$ cat src/rtl/uart_tx_feeder.sv
// uart_tx_feeder
// Read-side sequencer between the TX async FIFO and UART_TX, both in the UART TX
// clock domain. It launches one byte at a time and pops the FIFO only after the
// frame has finished. The transmitter's TX_BUSY level is turned into a single
// TX_DATA_VALID strobe per launch and a single FIFO_RD_INC strobe per finished
// frame. If the transmitter never raises TX_BUSY after a launch, a timeout
// returns the sequencer to IDLE without popping, so the same head word is
// launched again later.

module uart_tx_feeder #(
    parameter int unsigned DATA_WIDTH     = 8,
    parameter int unsigned TIMEOUT_CYCLES = 16, // must be at least 2
    parameter int unsigned CNT_WIDTH      = 8
) (
    input  logic                  CLK,
    input  logic                  RST,           // async assert, active-low
    input  logic                  TX_ENABLE,
    input  logic                  FIFO_EMPTY,
    input  logic [DATA_WIDTH-1:0] FIFO_RD_DATA,
    output logic                  FIFO_RD_INC,
    input  logic                  TX_BUSY,
    output logic [DATA_WIDTH-1:0] TX_P_DATA,
    output logic                  TX_DATA_VALID,
    output logic                  TIMEOUT_ERR,
    output logic [CNT_WIDTH-1:0]  FRAME_CNT
);

    // The timeout counter holds the number of cycles since the TX_DATA_VALID
    // cycle. Its largest value is TIMEOUT_CYCLES-1.
    localparam int unsigned        TO_W    = $clog2(TIMEOUT_CYCLES);
    localparam logic [TO_W-1:0]    TO_LAST = TO_W'(TIMEOUT_CYCLES - 1);

    typedef enum logic [2:0] {
        IDLE      = 3'd0,
        LAUNCH    = 3'd1,
        WAIT_BUSY = 3'd2,
        WAIT_DONE = 3'd3,
        POP       = 3'd4
    } state_e;

    state_e                state_q,     state_d;
    logic [TO_W-1:0]       to_cnt_q,    to_cnt_d;
    logic [DATA_WIDTH-1:0] data_q,      data_d;
    logic                  err_q,       err_d;
    logic [CNT_WIDTH-1:0]  frame_cnt_q, frame_cnt_d;

    logic launch_ok;

    // A new frame may start only when enabled, data is waiting and the
    // transmitter is idle. This also blocks a launch while a frame that was
    // cut off by reset is still going out.
    assign launch_ok = TX_ENABLE && !FIFO_EMPTY && !TX_BUSY;

    // Next-state and next-register logic for the launch/pop sequencer.
    always_comb begin
        // NOTE: every variable driven here is given a default value first. No
        // path through the case can then leave one unassigned, so no latch is
        // inferred.
        state_d     = state_q;
        to_cnt_d    = to_cnt_q;
        data_d      = data_q;
        err_d       = 1'b0;
        frame_cnt_d = frame_cnt_q;

        unique case (state_q)
            IDLE: begin
                if (launch_ok) begin
                    // Capture the head word on the IDLE->LAUNCH edge only.
                    // TX_P_DATA then holds it through the frame or a timeout.
                    data_d   = FIFO_RD_DATA;
                    // The counter is cleared on entry, so it reads zero during
                    // the LAUNCH (TX_DATA_VALID) cycle.
                    to_cnt_d = '0;
                    state_d  = LAUNCH;
                end
            end

            LAUNCH: begin
                to_cnt_d = to_cnt_q + 1'b1;
                state_d  = WAIT_BUSY;
            end

            WAIT_BUSY: begin
                if (TX_BUSY) begin
                    state_d = WAIT_DONE;
                end else if (to_cnt_q == TO_LAST) begin
                    // The launch was not accepted. Do not pop: the same word is
                    // retried once IDLE sees the launch condition again.
                    err_d   = 1'b1;
                    state_d = IDLE;
                end else begin
                    to_cnt_d = to_cnt_q + 1'b1;
                end
            end

            WAIT_DONE: begin
                // Frame length belongs to UART_TX, so this state has no timeout.
                // TX_ENABLE is not looked at here, so a frame is never aborted.
                if (!TX_BUSY) begin
                    state_d = POP;
                end
            end

            POP: begin
                frame_cnt_d = frame_cnt_q + 1'b1;
                state_d     = IDLE;
            end

            default: begin
                state_d = IDLE;
            end
        endcase
    end

    // State and datapath registers. Reset abandons any frame in flight
    // without popping it.
    always_ff @(posedge CLK or negedge RST) begin
        if (!RST) begin
            // NOTE: the data register is reset along with the control state,
            // so TX_P_DATA reads 0 straight after reset and not a stale byte.
            state_q     <= IDLE;
            to_cnt_q    <= '0;
            data_q      <= '0;
            err_q       <= 1'b0;
            frame_cnt_q <= '0;
        end else begin
            // NOTE: non-blocking assignments, so every register updates from
            // the values it had before this edge, whatever the statement order.
            state_q     <= state_d;
            to_cnt_q    <= to_cnt_d;
            data_q      <= data_d;
            err_q       <= err_d;
            frame_cnt_q <= frame_cnt_d;
        end
    end

    // The strobes come only from state or from a register, never directly
    // from an input.
    assign TX_DATA_VALID = (state_q == LAUNCH);
    assign FIFO_RD_INC   = (state_q == POP);
    assign TIMEOUT_ERR   = err_q;
    assign TX_P_DATA     = data_q;
    assign FRAME_CNT     = frame_cnt_q;

endmodule

$ cat config.mk
export PLATFORM = sky130hd
export DESIGN_NAME = uart_tx_feeder
export DESIGN_NICKNAME = d
export VERILOG_FILES = /design/src/rtl/uart_tx_feeder.sv
export SDC_FILE = /design/constraint.sdc
export NUM_CORES = 1
export LEC_CHECK = 0
export BUFFER_PORTS_ARGS = -buffer_cell sky130_fd_sc_hd__buf_2
export CAP_MARGIN = 10
export CORE_MARGIN = 10
export CORE_UTILIZATION = 50
export CTS_CLUSTER_DIAMETER = 60
export DETAILED_ROUTE_END_ITERATION = 7
export GPL_TIMING_DRIVEN = 0
export PLACE_DENSITY = 0.84
export SLEW_MARGIN = 10
export SYNTH_ARGS = -nofsm -noshare
export SYNTH_HDL_FRONTEND = slang
export SYNTH_SLANG_ARGS = --single-unit
export TNS_END_PERCENT = 20
$ cat constraint.sdc
create_clock -name CLK -period 1.8 [get_ports CLK]
set_input_delay 0.09 -clock CLK [delete_from_list [all_inputs] [get_ports CLK]]
set_output_delay 0.09 -clock CLK [all_outputs]
set_load 0.05 [all_outputs]
==> summary.md <==
| Metric | Value |
|---|---|
| Worst-path fanout max | `10` |
| ANT cells | `0` |
| Die X | `67.1 µm` |
| Peak Freq | `595 MHz` |
| Placed insts | `144` |
| H-tree Lvls | `1` |
| Clk root buf | `clkbuf_4` |
| Yosys Warn Count | `0` |
| Clk_lat worst skew | `0.31 ns` |
| Yosys top cell by area | `dfrtp_1` |
| Die H | `around 67 µm` |
| Setup violators final | `0` |
| Number of synthesized flops with an enable pin | `0` |
| TritonCTS clock tree | `built` |
| Initial antenna violation count | `0` |
| Vias | `836` |
| Count leader, synth | `dfrtp_1` |
| Top delay family on crit path | `compound AO/OA/AOI/OAI gates` |
| Post-synthesis cell area | `about 1100 µm²` |
| CP startpoint kind | `flop` |
| Most frequent cells after synthesis | `dfrtp_1 (24), mux2_2 (9), xnor2_1 (6)` |
| Setup Buffers After CTS | `0` |
| #FFs+latches synth | `24` |
| Synth top area share | `around 54%` |
| First-pass GRT wire length | `3770 µm` |
| Clock power share | `16.2%` |
| CP cell instances | `buf_6, o31ai_1, a211o_1, mux2_4` |
| Largest net degree at the start of global routing | `25` |
| Max incr delay on CP | `0.47 ns` |
| R2R Path End | `to_cnt_q[1]$_DFFE_PN0P_` |
| IO Port Bufs | `31` |
| Crit path DAT | `1.88 ns` |
| Die Area | `~4500 µm²` |
| # DRC | `0` |
| DRT antenna net count | `0` |
| Final worst slack | `roughly 0.12 ns` |
| Worst Hold Endpoint | `TX_P_DATA[3]$_DFFE_PN0P_` |
| Vias per cell | `5.32` |
| Final core utilization | `70.8%` |
| Clock buffer count from CTS | `3` |
| Worst path bufs/invs | `1` |
| Synthesized instance count | `86` |
| Reg power frac | `35.3%` |
| Vias in the first global route | `860` |
| Worst endpoint required time | `2.00 ns` |
| RR Startpoint | `state_q[0]$_DFFE_PN0P_` |
| Area Overhead vs Synth | `30.4%` |
| Post-synth net total | `~100` |
| Post-synth ARST share | `100%` |
| Seq/Total Area, Yosys | `between 50% and 60%` |
| Total power | `0.00238 W` |
| Status | `finished, final reports clean` |
| Fill count | `approximately 150` |
| Share of cells above drive strength 1 | `38.5%` |
| Fin cells | `157` |
| Grt ovf | `0` |
| Max-slew violations | `0` |
| Wirelength per Cell | `~15 µm` |
| Power Density | `1650 nW/µm²` |
| Synth area leaders | `dfrtp_1 (54%), mux2_2 (9.1%), xnor2_1 (4.7%), mux2_4 (2.7%), nor3b_1 (2.7%)` |
| Row count | `16` |
| CP endpoint kind | `flop` |
| Reg2reg setup slack | `~0.12 ns` |
| IO Pins | `32` |
| WS Path Type | `reg -> reg` |
| Static leakage | `0.729 nW` |
| Max VDD drop | `0.00101 V` |
| Logic pwr share | `between 40% and 50%` |
| Cell depth of the worst flop-to-flop path | `4` |
| Fin nets | `146` |
| Core area | `2040 µm²` |
| Final wirelength | `2360 µm` |
| Worst Clk Skew | `0.0135 ns` |
| P_sw | `0.00104 W` |
| Hold Crit Start | `FIFO_RD_DATA[3]` |
| Worst hold path type | `in -> reg` |
| Max Root-Sink Buffers | `2` |
| Pre-CTS WS | `around 0.15 ns` |
| Clk sinks | `24` |
| Cell variety after synth | `31` |
| Starting Density | `between 50% and 60%` |
| Worst slew pin tran | `0.530 ns` |
| GRT Overall Usage | `10.8%` |
| Synth Flop Type | `dfrtp_1` |
| GP Congestion | `0.849` |
| Int Pwr | `0.00134 W` |
| DRT iter0 DRCs | `11` |
| Slowest cell on crit path | `o31ai_1` |
| Clock Pin Slew Worst Setup and Hold Paths | `0.14 ns` |
| DPL Wire Length | `1730 µm` |
| Tmin final | `1.68 ns` |
| DRT Pass-1 Iters | `4` |
| Final cycle utilization of the critical path | `93.3%` |
| Sw Ratio | `a little over two fifths` |
| Max_slew headroom | `64.7%` |
| Hold Vio Cnt, Final | `0` |
| Avg Cell Area, Syn | `12.9 µm²` |
| RSZ-0062 raised after global routing | `false` |
| Max-cap violations | `0` |
| WHS Path Cells | `2` |
kinds of logic (layout without fill, tap and decap cells):
| family | after synthesis | after routing | synth area share, % |
|---|---|---|---|
| buffers and inverters | 3 | 47 | 2.03 |
| multiplexers | 12 | 12 | 12.8 |
| AND/OR/NAND/NOR | 28 | 28 | 17.0 |
| AO/OA/AOI/OAI | 9 | 9 | 5.42 |
| XOR/XNOR | 8 | 8 | 6.32 |
| flip-flops | 24 | 24 | 54.2 |
| adder cells (fa/ha/maj) | 2 | 2 | 2.26 |
worst register-to-register path, stage by stage (launching register included):
cell and delay [ns]:
dfrtp_1 0.40, buf_6 0.14, o31ai_1 0.47, a211o_1 0.25, mux2_4 0.31
sequential cells by signal, summed over array words and instances (netlist names):
signal       cells
to_cnt_q         4
TIMEOUT_ERR      1
state_q          3
FRAME_CNT        8
TX_P_DATA        8
timing repair:
action / CTS / global route
resized for setup: 0 / 0
hold buffers: 8 / 1
endpoints found under the hold margin: 31 / 1
per-layer routing:
metal	track usage (%)	vias up	routed length, µm
met1	10.8	404	975
met5	0	-	0
met2	19.0	20	1170
li1	-	408	-
met4	6.15	0	40
met3	3.51	4	178
worst max-delay path by stage:
| stage | startpoint | end | slack [ns] | cells after the start |
|---|---|---|---|---|
| finish | state_q[0]$_DFFE_PN0P_ | to_cnt_q[1]$_DFFE_PN0P_ | 0.12 | 4 |
| global route | state_q[1]$_DFFE_PN0P_ | TX_P_DATA[0]$_DFFE_PN0P_ | 0.03 | 4 |
| CTS | state_q[0]$_DFFE_PN0P_ | to_cnt_q[1]$_DFFE_PN0P_ | 0.12 | 4 |
| detailed placement | state_q[0]$_DFFE_PN0P_ | to_cnt_q[1]$_DFFE_PN0P_ | 0.15 | 4 |
| global placement | state_q[0]$_DFFE_PN0P_ | to_cnt_q[0]$_DFFE_PN0P_ | 0.21 | 4 |
| floorplan | state_q[0]$_DFFE_PN0P_ | FRAME_CNT[5]$_DFFE_PN0P_ | -0.03 | 5 |
final cells by class:
| cell class | count | area, µm² | share of cell area, % |
|---|---|---|---|
| clock inverter | 1 | 30.0 | 2.08 |
| multi-input combinational | 59 | 490 | 33.9 |
| buffer | 3 | 22.5 | 1.56 |
| tap | 27 | 33.8 | 2.34 |
| timing repair buffer | 40 | 245 | 17.0 |
| sequential | 24 | 601 | 41.6 |
| clock buffer | 3 | 22.5 | 1.56 |
cells in the final DEF (no fill, tap or decap), drive strengths merged:
cell / count
xor2: 2
o21ai: 3
and3: 4
ha: 2
dlygate4sd3: 9
mux2: 11
clkbuf: 4
nor4bb: 1
nand3: 2
o31ai: 2
bufinv: 1
nor4b: 2
buf: 33
nor2: 1
nor2b: 1
nand2: 4
a21oi: 1
and4: 1
dfrtp: 24
or3b: 1
a211o: 2
nor4: 1
nand2b: 1
nor3: 2
nand4: 2
nor3b: 5
a211oi: 1
xnor2: 6
mux2i: 1
metrics by stage:
step                cell area (µm²)  hold WS, ns  setup TNS, ns
finish                         1450      0.00366              0
CTS                            1440     0.000965              0
detailed placement             1300       0.0994              0
global route                   1450      0.00541              0
global placement               1300       0.0870              0
floorplan                      1110       -0.206        -0.0528
power groups by stage:
| stage | Clock [W] | Combinational [W] | Sequential, W |
|---|---|---|---|
| floorplan | 0 | 0.000490 | 0.00125 |
| global placement | 0 | 0.00113 | 0.000843 |
| detailed placement | 0 | 0.00115 | 0.000854 |
| CTS | 0.000389 | 0.00116 | 0.000842 |
| global route | 0.000406 | 0.00124 | 0.000871 |
| finish | 0.000385 | 0.00115 | 0.000841 |
Note: power is estimated with default switching activity, not from simulation.
